File: src/rtl/mux_skid_pkg.sv
// Shared types and helpers for the operand-select skid stage.
// Holds the occupancy state encoding and the select-width calculation.
package mux_skid_pkg;

    typedef enum logic [1:0] {
        EMPTY = 2'd0,
        ONE   = 2'd1,
        FULL  = 2'd2
    } state_t;

    // A single select bit is the minimum even for degenerate input counts.
    function automatic int calc_sel_w(input int n);
        return (n < 2) ? 1 : $clog2(n);
    endfunction

endpackage

File: src/rtl/mux_skid_stage_mux_n.sv
// Combinational N-way select over a packed input bus.
// Selects beyond N_IN yield zero and raise out_of_range.
module mux_n
    import mux_skid_pkg::*;
#(
    parameter  int WIDTH = 32,
    parameter  int N_IN  = 4,
    localparam int SEL_W = calc_sel_w(N_IN)
) (
    input  logic [N_IN*WIDTH-1:0] in_data,
    input  logic [SEL_W-1:0]      sel,
    output logic [WIDTH-1:0]      data,
    output logic                  out_of_range
);

    always_comb begin
        data         = '0;
        out_of_range = 1'b1;
        for (int k = 0; k < N_IN; k++) begin
            if (sel == SEL_W'(k)) begin
                data         = in_data[k*WIDTH +: WIDTH];
                out_of_range = 1'b0;
            end
        end
    end

endmodule

File: src/rtl/mux_skid_stage.sv
// Operand-select pipeline stage with a two-entry skid buffer and flush.
// in_ready is registered so out_ready never reaches it combinationally.
module mux_skid_stage
    import mux_skid_pkg::*;
#(
    parameter  int WIDTH = 32,
    parameter  int N_IN  = 4,
    localparam int SEL_W = calc_sel_w(N_IN)
) (
    input  logic                  clk,
    input  logic                  rst_n,
    input  logic [N_IN*WIDTH-1:0] in_data,
    input  logic [SEL_W-1:0]      in_sel,
    input  logic                  in_valid,
    output logic                  in_ready,
    input  logic                  flush,
    output logic [WIDTH-1:0]      out_data,
    output logic [SEL_W-1:0]      out_sel,
    output logic                  out_valid,
    input  logic                  out_ready,
    output logic                  sel_err
);

    state_t             r_state;
    logic               r_in_ready;
    logic [WIDTH-1:0]   r_main_data;
    logic [SEL_W-1:0]   r_main_sel;
    logic [WIDTH-1:0]   r_skid_data;
    logic [SEL_W-1:0]   r_skid_sel;
    logic               r_sel_err;

    state_t             w_next_state;
    logic               w_next_ready;
    logic               w_load_main_mux;
    logic               w_load_main_skid;
    logic               w_load_skid;
    logic               w_accept;
    logic               w_pop;
    logic [WIDTH-1:0]   w_mux_data;
    logic               w_mux_oor;

    mux_n #(
        .WIDTH (WIDTH),
        .N_IN  (N_IN)
    ) u_mux (
        .in_data      (in_data),
        .sel          (in_sel),
        .data         (w_mux_data),
        .out_of_range (w_mux_oor)
    );

    assign w_accept  = in_valid & r_in_ready;
    assign w_pop     = out_valid & out_ready;
    assign in_ready  = r_in_ready;
    assign out_valid = (r_state != EMPTY);
    assign out_data  = r_main_data;
    assign out_sel   = r_main_sel;
    assign sel_err   = r_sel_err;

    // Flush overrides every transition and suppresses all register loads.
    always_comb begin
        w_next_state     = r_state;
        w_load_main_mux  = 1'b0;
        w_load_main_skid = 1'b0;
        w_load_skid      = 1'b0;
        unique case (r_state)
            EMPTY: begin
                if (w_accept) begin
                    w_next_state    = ONE;
                    w_load_main_mux = 1'b1;
                end
            end
            ONE: begin
                if (w_accept && !w_pop) begin
                    w_next_state = FULL;
                    w_load_skid  = 1'b1;
                end else if (w_pop && !w_accept) begin
                    w_next_state = EMPTY;
                end else if (w_accept && w_pop) begin
                    w_load_main_mux = 1'b1;
                end
            end
            FULL: begin
                if (w_pop) begin
                    w_next_state     = ONE;
                    w_load_main_skid = 1'b1;
                end
            end
            default: begin
                w_next_state = EMPTY;
            end
        endcase
        if (flush) begin
            w_next_state     = EMPTY;
            w_load_main_mux  = 1'b0;
            w_load_main_skid = 1'b0;
            w_load_skid      = 1'b0;
        end
        w_next_ready = (w_next_state != FULL);
    end

    always_ff @(posedge clk or negedge rst_n) begin
        if (!rst_n) begin
            r_state     <= EMPTY;
            r_in_ready  <= 1'b1;
            r_sel_err   <= 1'b0;
            r_main_data <= '0;
            r_main_sel  <= '0;
            r_skid_data <= '0;
            r_skid_sel  <= '0;
        end else begin
            r_state    <= w_next_state;
            r_in_ready <= w_next_ready;
            // An out-of-range accept is reported even when the beat is flushed.
            r_sel_err  <= w_accept & w_mux_oor;
            if (w_load_main_mux) begin
                r_main_data <= w_mux_data;
                r_main_sel  <= in_sel;
            end else if (w_load_main_skid) begin
                r_main_data <= r_skid_data;
                r_main_sel  <= r_skid_sel;
            end
            if (w_load_skid) begin
                r_skid_data <= w_mux_data;
                r_skid_sel  <= in_sel;
            end
        end
    end

endmodule

File: config.mk
export PLATFORM = sky130hd
export DESIGN_NAME = mux_skid_stage
export DESIGN_NICKNAME = d
export VERILOG_FILES = /design/src/rtl/mux_skid_pkg.sv /design/src/rtl/mux_skid_stage_mux_n.sv /design/src/rtl/mux_skid_stage.sv
export SDC_FILE = /design/constraint.sdc
export NUM_CORES = 1
export LEC_CHECK = 0
export BUFFER_PORTS_ARGS = -buffer_cell sky130_fd_sc_hd__buf_2
export CAP_MARGIN = 20
export CORE_AREA = 2 2 154 111
export DETAILED_ROUTE_END_ITERATION = 10
export DIE_AREA = 0 0 156 113
export GPL_TIMING_DRIVEN = 0
export HOLD_SLACK_MARGIN = 0.06
export PLACE_DENSITY_LB_ADDON = 0.05
export SLEW_MARGIN = 20
export SYNTH_ARGS = -nofsm -noshare
export SYNTH_HDL_FRONTEND = slang
export SYNTH_SLANG_ARGS = --single-unit
File: constraint.sdc
create_clock -name clk -period 2.8 [get_ports clk]
set_clock_uncertainty 0.05 [all_clocks]
set_input_delay 0.42 -clock clk [delete_from_list [all_inputs] [get_ports clk]]
set_output_delay 0.42 -clock clk [all_outputs]
set_load 0.02 [all_outputs]
**After elaboration in Yosys (flattened, before gate mapping)**

Cells that the tools add are included.

- Logic and storage cells: 55
- Register bits: 72
- Latch bits: 0
- Output and inout port bits: 37
- Bits in read-only memories: 0
- Memories: 0
- RAM bits: 0
- Bits of input ports: 135

- Multiply operators: 0
- Equal/unequal tests: 6
- Divide/modulo/power cells: 0
- Muxes and demuxes: 30
- Order comparisons: 0
- Bitwise logic cells: 3
- Reductions and logical operators: 9
- Add/subtract/negate cells: 0
- Shift-type cells: 0

Operators with widths:

| kind | count |
|---|---|
| 32-bit two-way mux | 6 |
| 1-bit two-way mux | 15 |
| 2-bit two-way mux | 7 |
| 2-bit == test, second input constant | 3 |
| 2-bit case mux with 3 select lines | 1 |
| 2-bit by 1-bit == test with 1-bit output, second input constant | 2 |
| 2-bit logical NOT | 2 |
| 2-bit nonzero test | 2 |
| 1-bit AND | 3 |
| 1-bit logical AND | 3 |
| 1-bit logical NOT | 2 |
| 2-bit != test, second input constant | 1 |
| 1-bit case mux with 2 select lines | 1 |

**Depth between registers and ports, before layout**

Gate-level depths: netlist (run 1).

- Depth after elaboration: 9
- Mapped depth: 7
- Depth with buffers taken out: 4

**Cells and area by module**

Synthesis (run 1) repeated with hierarchy kept, for this count alone.

- Cell total of the unflattened synthesis: 282
- Area total of the unflattened synthesis: 3,888.7 um2

By module, submodules not included:

| module | cells each | instances | area each (um2) |
|---|---|---|---|
| mux_skid_stage | 241 | 1 | 3,062.9 |
| mux_n | 41 | 1 | 825.8 |

**Worst setup path after synthesis (run 1)**

OpenSTA, ideal clock, no wires.

- Path type: register to register
- From: register r_in_ready (netlist: in_ready)
- To: register r_main_data[22] (netlist: out_data[22])
- Setup slack: 739 ps
- Data arrival time: 1,886 ps
- Data required time: 2,625 ps
- Cell stages (with the launch flop): 6
- Path through: dfstp_2 > nand3b_1 > nor3_2 > buf_4 > mux2_2 > mux2_2

- Cells in the longest elaborated chain, start to end: 8
- Elaborated cells between the ends (all ways): 13

Ends and longest elaborated chain:

| what | RTL line | source |
|---|---|---|
| start, declared | mux_skid_stage.sv:25 | `logic r_in_ready;` |
| start signal, assigned | mux_skid_stage.sv:113 | `r_in_ready <= w_next_ready;` |
| 1-bit AND (*) | mux_skid_stage.sv:52 | `assign w_accept = in_valid & r_in_ready;` |
| 1-bit logical AND or 1-bit logical NOT (tied branches) | mux_skid_stage.sv:79, mux_skid_stage.sv:77 |  |
| 1-bit two-way mux or 1-bit logical AND (tied branches) | mux_skid_stage.sv:79, mux_skid_stage.sv:77 |  |
| 1-bit two-way mux | mux_skid_stage.sv:77 | `end else if (w_pop && !w_accept) begin` |
| 1-bit two-way mux | mux_skid_stage.sv:74 | `if (w_accept && !w_pop) begin` |
| 1-bit case mux with 2 select lines (*) | mux_skid_stage.sv:66 | `unique case (r_state)` |
| 1-bit two-way mux (*) | mux_skid_stage.sv:93 | `if (flush) begin` |
| 32-bit two-way mux or 2-bit nonzero test (tied branches) | - |  |
| end signal, assigned | mux_skid_stage.sv:117 | `r_main_data <= w_mux_data;` |
| end signal, assigned | mux_skid_stage.sv:120 | `r_main_data <= r_skid_data;` |
| end, declared | mux_skid_stage.sv:26 | `logic [WIDTH-1:0] r_main_data;` |

Every way passes the cells marked *; elsewhere a longest branch is shown, timed or not.
A chain may end at the register's enable or synchronous reset.

**Worst setup path in the final report (run 1)**

Same ends and word-level chain as after synthesis.

==> results.toml, run 1 <==
[drt]
vias = 2912
firstDrtPassIters = 4
routedWlPerCell_um = 16.9
routed_wl_mm = 11.0
avgViaCountPerCell = 4.49
dr.first_iter.drc_count = 66
detail-route-antenna-nets = 0
drc = 0

[clocking]
hold_buffers = 1
clkTransAtPathRegs_ns = 0.06
cts.repair.resized = 0
root_buffer = "clkbuf_16"
clk-insertion-delay-late_ns = 0.33
cts.sinks = 72
cts_tree = "built"
post_cts_buffers = 0
cts_buffers = 9
h-tree-depth = 3
cts_buffer_depth = 2

[floorplan]
dieArea_sq_um = 17600
start_util_pct = 24.7
ioPinCount = 172
die_y_um = 113
coreArea_sq_um = 16100
rows = 39
die_width_um = 156

[yosys]
ys_types = 31
synth-edff-count = 0
ys_top_cells_by_count = "71 x dfrtp_1, 64 x mux2_2, 28 x mux4_2"
synth-async-reset-ratio_pct = 100
synth_top_area_share_pct = 44.8
synth_area_leaders = "dfrtp_1 45%, mux2_2 18%, mux4_2 16%"
ys_seq_elements = 72
syn_area_per_cell_sq_um = 15.5
synth_most_common_cell = "dfrtp_1"
synth_nets = 391
ys_seq_area_share_pct = 45.4
ys_warn_count = 0
yosysTopAreaCell = "dfrtp_1"
ys.flop_type = "dfrtp_1"
syn_inst = 256
netlist_area_sq_um = 3970

[placed_design]
portBuffers = 169
place_ws_ns = 0.231
gp_congestion = 0.625
dpl_cell_area_sq_um = 5090
dp_hpwl_mm = 8.44

[sta]
finalHoldViolCount = 0
period_needed_ns = 2.25
maxSlewViolCount = 0
fmax_mhz = 444
slew_headroom_pct = 46.9
timing.setup.tns_ns = 0
worst_pin_slew_ns = 0.796
finalSetupViolations = 0
fin_ws_ns = 0.545
grt_setup_unrepaired = "no"
finalCritPeriodShare_pct = 80.5

[layout]
design_area_sq_um = 5450
seq_area_sq_um = 1800
finalNetCount = 573
drive_gt1_share_pct = 70.4
final_core_util_pct = 34.0
fill_cells = 1588
area_delta_synth_final_pct = 37.4
multi_input_area_sq_um = 2010

[global_routing]
first_global_vias = 3172
grt_pass1_wl_mm = 17.1
grt_usage_pct = 12.9
overflow = 0
antenna_found_initial = 3
grt_max_degree = 39

[flow_run]
maxCapViolations = 0

[min_path]
hold_class = "in -> reg"

[power_and_ir_drop]
power.density_nw_per_um2 = 772
vdd_drop_max_v = 0.000256
p_leak_nw = 2.55
p_clk_share_pct = 31.8
swShare_pct = 28.9
seq_power_share_pct = 37.3
p_sw_w = 0.00122
internal-power_w = 0.00299
power_frac_comb_pct = 30.9

[worst_setup_path]
crit_fanout = 10
crit_type = "reg -> reg"
startpoint_type = "flip-flop"
cp.arrival_ns = 2.43
cp-end-kind = "flip-flop"
worstPathRequired_ns = 2.97

[outcome]
status = "finished, final reports clean"
final timing paths:
path	slack (ns)	from	depth (start not counted)	to
worst max register to register	0.55	in_ready	5	out_data[22]
worst min register to register	0.45	r_skid_data[16]	1	r_skid_data[16]
worst min-delay path	0.29	flush	2	r_state[0]
min in group asynchronous	0.54	rst_n	2	out_data[16]
worst max-delay path	0.55	in_ready	5	out_data[22]
max in group asynchronous	1.52	rst_n	3	in_ready
final cells by class:
type	instances	share of cell area, %
plain buffers	18	2.62
diodes	1	0.0459
multi-input cells	163	36.9
clock buffers	11	4.45
repair buffers	171	16.1
inverters	3	0.206
clock inverters	5	1.90
well taps	205	4.70
flip-flops and latches	72	33.1
kinds of logic (layout without fill, tap and decap cells):
logic type             after synthesis  in the layout  share of synthesized area, %
multiplexers                       120            120                          44.8
flip-flops                          72             72                          45.4
AO/OA/AOI/OAI                       20             20                          3.18
buffers and inverters               21            208                          3.88
other                                1              2                        0.0945
AND/OR/NAND/NOR                     22             22                          2.68
sequential cells by signal, summed over array words and instances (netlist names):
register,cells
in_ready,1
out_data,32
sel_err,1
r_skid_sel,2
out_sel,2
r_skid_data,32
r_state,2
through the flow:
step	hold slack, ns	instances	power [W]
2_1_floorplan	0.0744	256	0.00245
6_report	0.292	649	0.00421
5_1_grt	0.278	648	0.00447
4_1_cts	0.270	648	0.00429
3_3_place_gp	0.433	630	0.00288
3_5_place_dp	0.396	631	0.00292
layer usage:
metal | global-route usage (%) | up-vias | part of all wire (%)
li1 | - | 1355 | -
met1 | 17.1 | 1435 | 47
met2 | 19.7 | 106 | 44
met5 | 0 | - | 0.27
met3 | 5.44 | 12 | 7.4
met4 | 2.94 | 4 | 0.85
critical path, stage by stage, from the launching register on:
cell and delay (ns):
dfstp_2 0.57, nand3b_1 0.14, nor3_2 0.44, buf_4 0.31, mux2_2 0.37, mux2_2 0.26
placed cells by master, fill, tap and decap left out, types with 2 or more instances in the layout:
cell type	n
nand2_1	13
clkbuf_1	4
inv_1	3
buf_2	173
o21ai_0	10
nor2_1	2
mux2_4	16
buf_6	3
mux2i_1	8
mux4_2	28
mux4_1	4
clkbuf_16	9
dfrtp_1	71
a21o_1	2
mux2_2	64
buf_4	6
bufinv_16	3
buf_12	2
o21ai_1	2
a22oi_1	3
power groups by stage:
stage                     combinational, W  clock [W]  sequential, W
after CTS                          0.00133    0.00139        0.00158
final                              0.00130    0.00134        0.00157
after floorplan                   0.000648          0        0.00180
after global routing               0.00141    0.00144        0.00162
after detailed placement           0.00133          0        0.00159
after global placement             0.00130          0        0.00158
(Power assumes the default switching activity.)
==> run 2, diff against run 1 <==
==> constraint.sdc (replaced) <==
create_clock -name clk -period 2.3 [get_ports clk]
set_clock_uncertainty 0.05 [all_clocks]
set_input_delay 0.345 -clock clk [delete_from_list [all_inputs] [get_ports clk]]
set_output_delay 0.345 -clock clk [all_outputs]
set_load 0.02 [all_outputs]
==> results.toml, run 2 (synthesized netlist as in run 1, its figures left out) <==
[outcome]
status = "finished, final reports clean"

[layout]
layout_common_cells = "173 x buf_2, 71 x dfrtp_1, 64 x mux2_2"
drive_gt1_share_pct = 70.4
fill_cells = 1585
area_delta_synth_final_pct = 37.5
final_common_cell = "buf_2"
finalNetCount = 573

[floorplan]
start_util_pct = 24.7
die_width_um = 156
dieArea_sq_um = 17600
coreArea_sq_um = 16100
ioPinCount = 172
rows = 39
die_y_um = 113

[sta]
worst_pin_slew_ns = 0.795
slew_headroom_pct = 47.0
timing.setup.tns_ns = 0
period_needed_ns = 2.18
holdWs_ns = 0.231
grt_setup_unrepaired = "no"
finalCritPeriodShare_pct = 94.8
fmax_mhz = 459
finalHoldViolCount = 0
maxSlewViolCount = 0
finalSetupViolations = 0

[worst_setup_path]
cp.arrival_ns = 2.35
crit_top_cell = "mux2_2"
crit_type = "reg -> reg"
worstPathRequired_ns = 2.47
critical_path.top_delay_family = "multiplexers"
slowest_stage = "dfstp_2"
startpoint_type = "flip-flop"
crit_path_cell_trace = "nand3b_1 > nor3_4 > buf_4 > mux2_2 > mux2_2"
max_stage_delay_ns = 0.57
cp-end-kind = "flip-flop"
critPathBufInv = 1
crit_fanout = 10

[drt]
vias = 2919
avgViaCountPerCell = 4.50
firstDrtPassIters = 4
detail-route-antenna-nets = 0
drc = 0
dr.first_iter.drc_count = 64
routed_wl_mm = 11.0
routedWlPerCell_um = 16.9

[clocking]
clk-insertion-delay-late_ns = 0.33
cts_buffers = 9
clkTransAtPathRegs_ns = 0.06
root_buffer = "clkbuf_16"
cts.sinks = 72
cts_buffer_depth = 2
cts_tree = "built"
h-tree-depth = 3

[global_routing]
antenna_found_initial = 3
grt_pass1_wl_mm = 17.1
overflow = 0
grt_usage_pct = 12.9
grt_max_degree = 39
first_global_vias = 3172

[placed_design]
portBuffers = 169
dp_hpwl_mm = 8.44
gp_congestion = 0.625

[power_and_ir_drop]
p_total_w = 0.00513
vdd_drop_max_v = 0.000311
power.density_nw_per_um2 = 940
p_leak_nw = 2.55

[flow_run]
maxCapViolations = 0

[min_path]
hold_class = "in -> reg"
==> run 2: cell counts in the layout (fill, tap and decap cells not counted) <==
No cell type changed its count.
==> run 2: final cells by class <==
type / instances / area [sq um] / share of cell area, %
multi-input combinational: 163 / 2020 / 37.0
buffer: 18 / 143 / 2.61
timing repair buffer: 171 / 878 / 16.1
inverter: 3 / 11.3 / 0.206
antenna: 1 / 2.50 / 0.0458
sequential: 72 / 1800 / 33.0
tap: 205 / 256 / 4.70
clock inverter: 5 / 104 / 1.90
clock buffer: 11 / 243 / 4.45
==> run 2: per-layer routing <==
layer  track usage (%)  routed length [um]  part of all wire (%)
met2              19.7                4890                    45
met3              5.44                 811                   7.4
met4              2.94                  93                  0.85
met5                 0                  30                  0.27
met1              17.1                5150                    47
==> run 2: worst paths after layout <==
kind / slack (ns) / startpoint / cells after the start / endpoint
max in group asynchronous: 1.09 / rst_n / 3 / in_ready
min reg2reg: 0.45 / r_skid_data[16] / 1 / r_skid_data[16]
max: 0.12 / in_ready / 5 / out_data[22]
min in group asynchronous: 0.47 / rst_n / 2 / out_data[16]
min: 0.23 / flush / 2 / r_state[0]
max reg2reg: 0.12 / in_ready / 5 / out_data[22]
==> run 2: per-stage QoR <==
step                worst slack (ns)  utilization, %  std cells  instance area, sq um
finish                         0.120            34.0        649                  5460
detailed placement            -0.194            31.7        631                  5090
global route                 0.00828            34.0        648                  5460
CTS                           0.0846            34.0        648                  5460
global placement              -0.207            31.6        630                  5070
floorplan                      0.239               -        256                  3970
==> run 2: worst register-to-register path, stage by stage (launching register included) <==
cell      delay (ns)
dfstp_2         0.57
nand3b_1        0.17
nor3_4          0.36
buf_4           0.29
mux2_2          0.37
mux2_2          0.26
==> run 2: report_power, final <==
group / leakage [nW] / switching, W / internal, W / total (W)
logic: 1.50 / 0.000737 / 0.000852 / 0.00159
registers: 0.885 / 0.000208 / 0.00170 / 0.00191
clock network: 0.170 / 0.000540 / 0.00109 / 0.00163
total: 2.55 / 0.00148 / 0.00365 / 0.00513
==> run 2: what timing repair did <==
item | 4_1_cts | 5_1_grt
setup buffers | 0 | 0
endpoints found under the setup margin | 3 | 0
endpoints found under the hold margin | 37 | 0
resized for setup | 1 | 0
hold buffers | 1 | 0
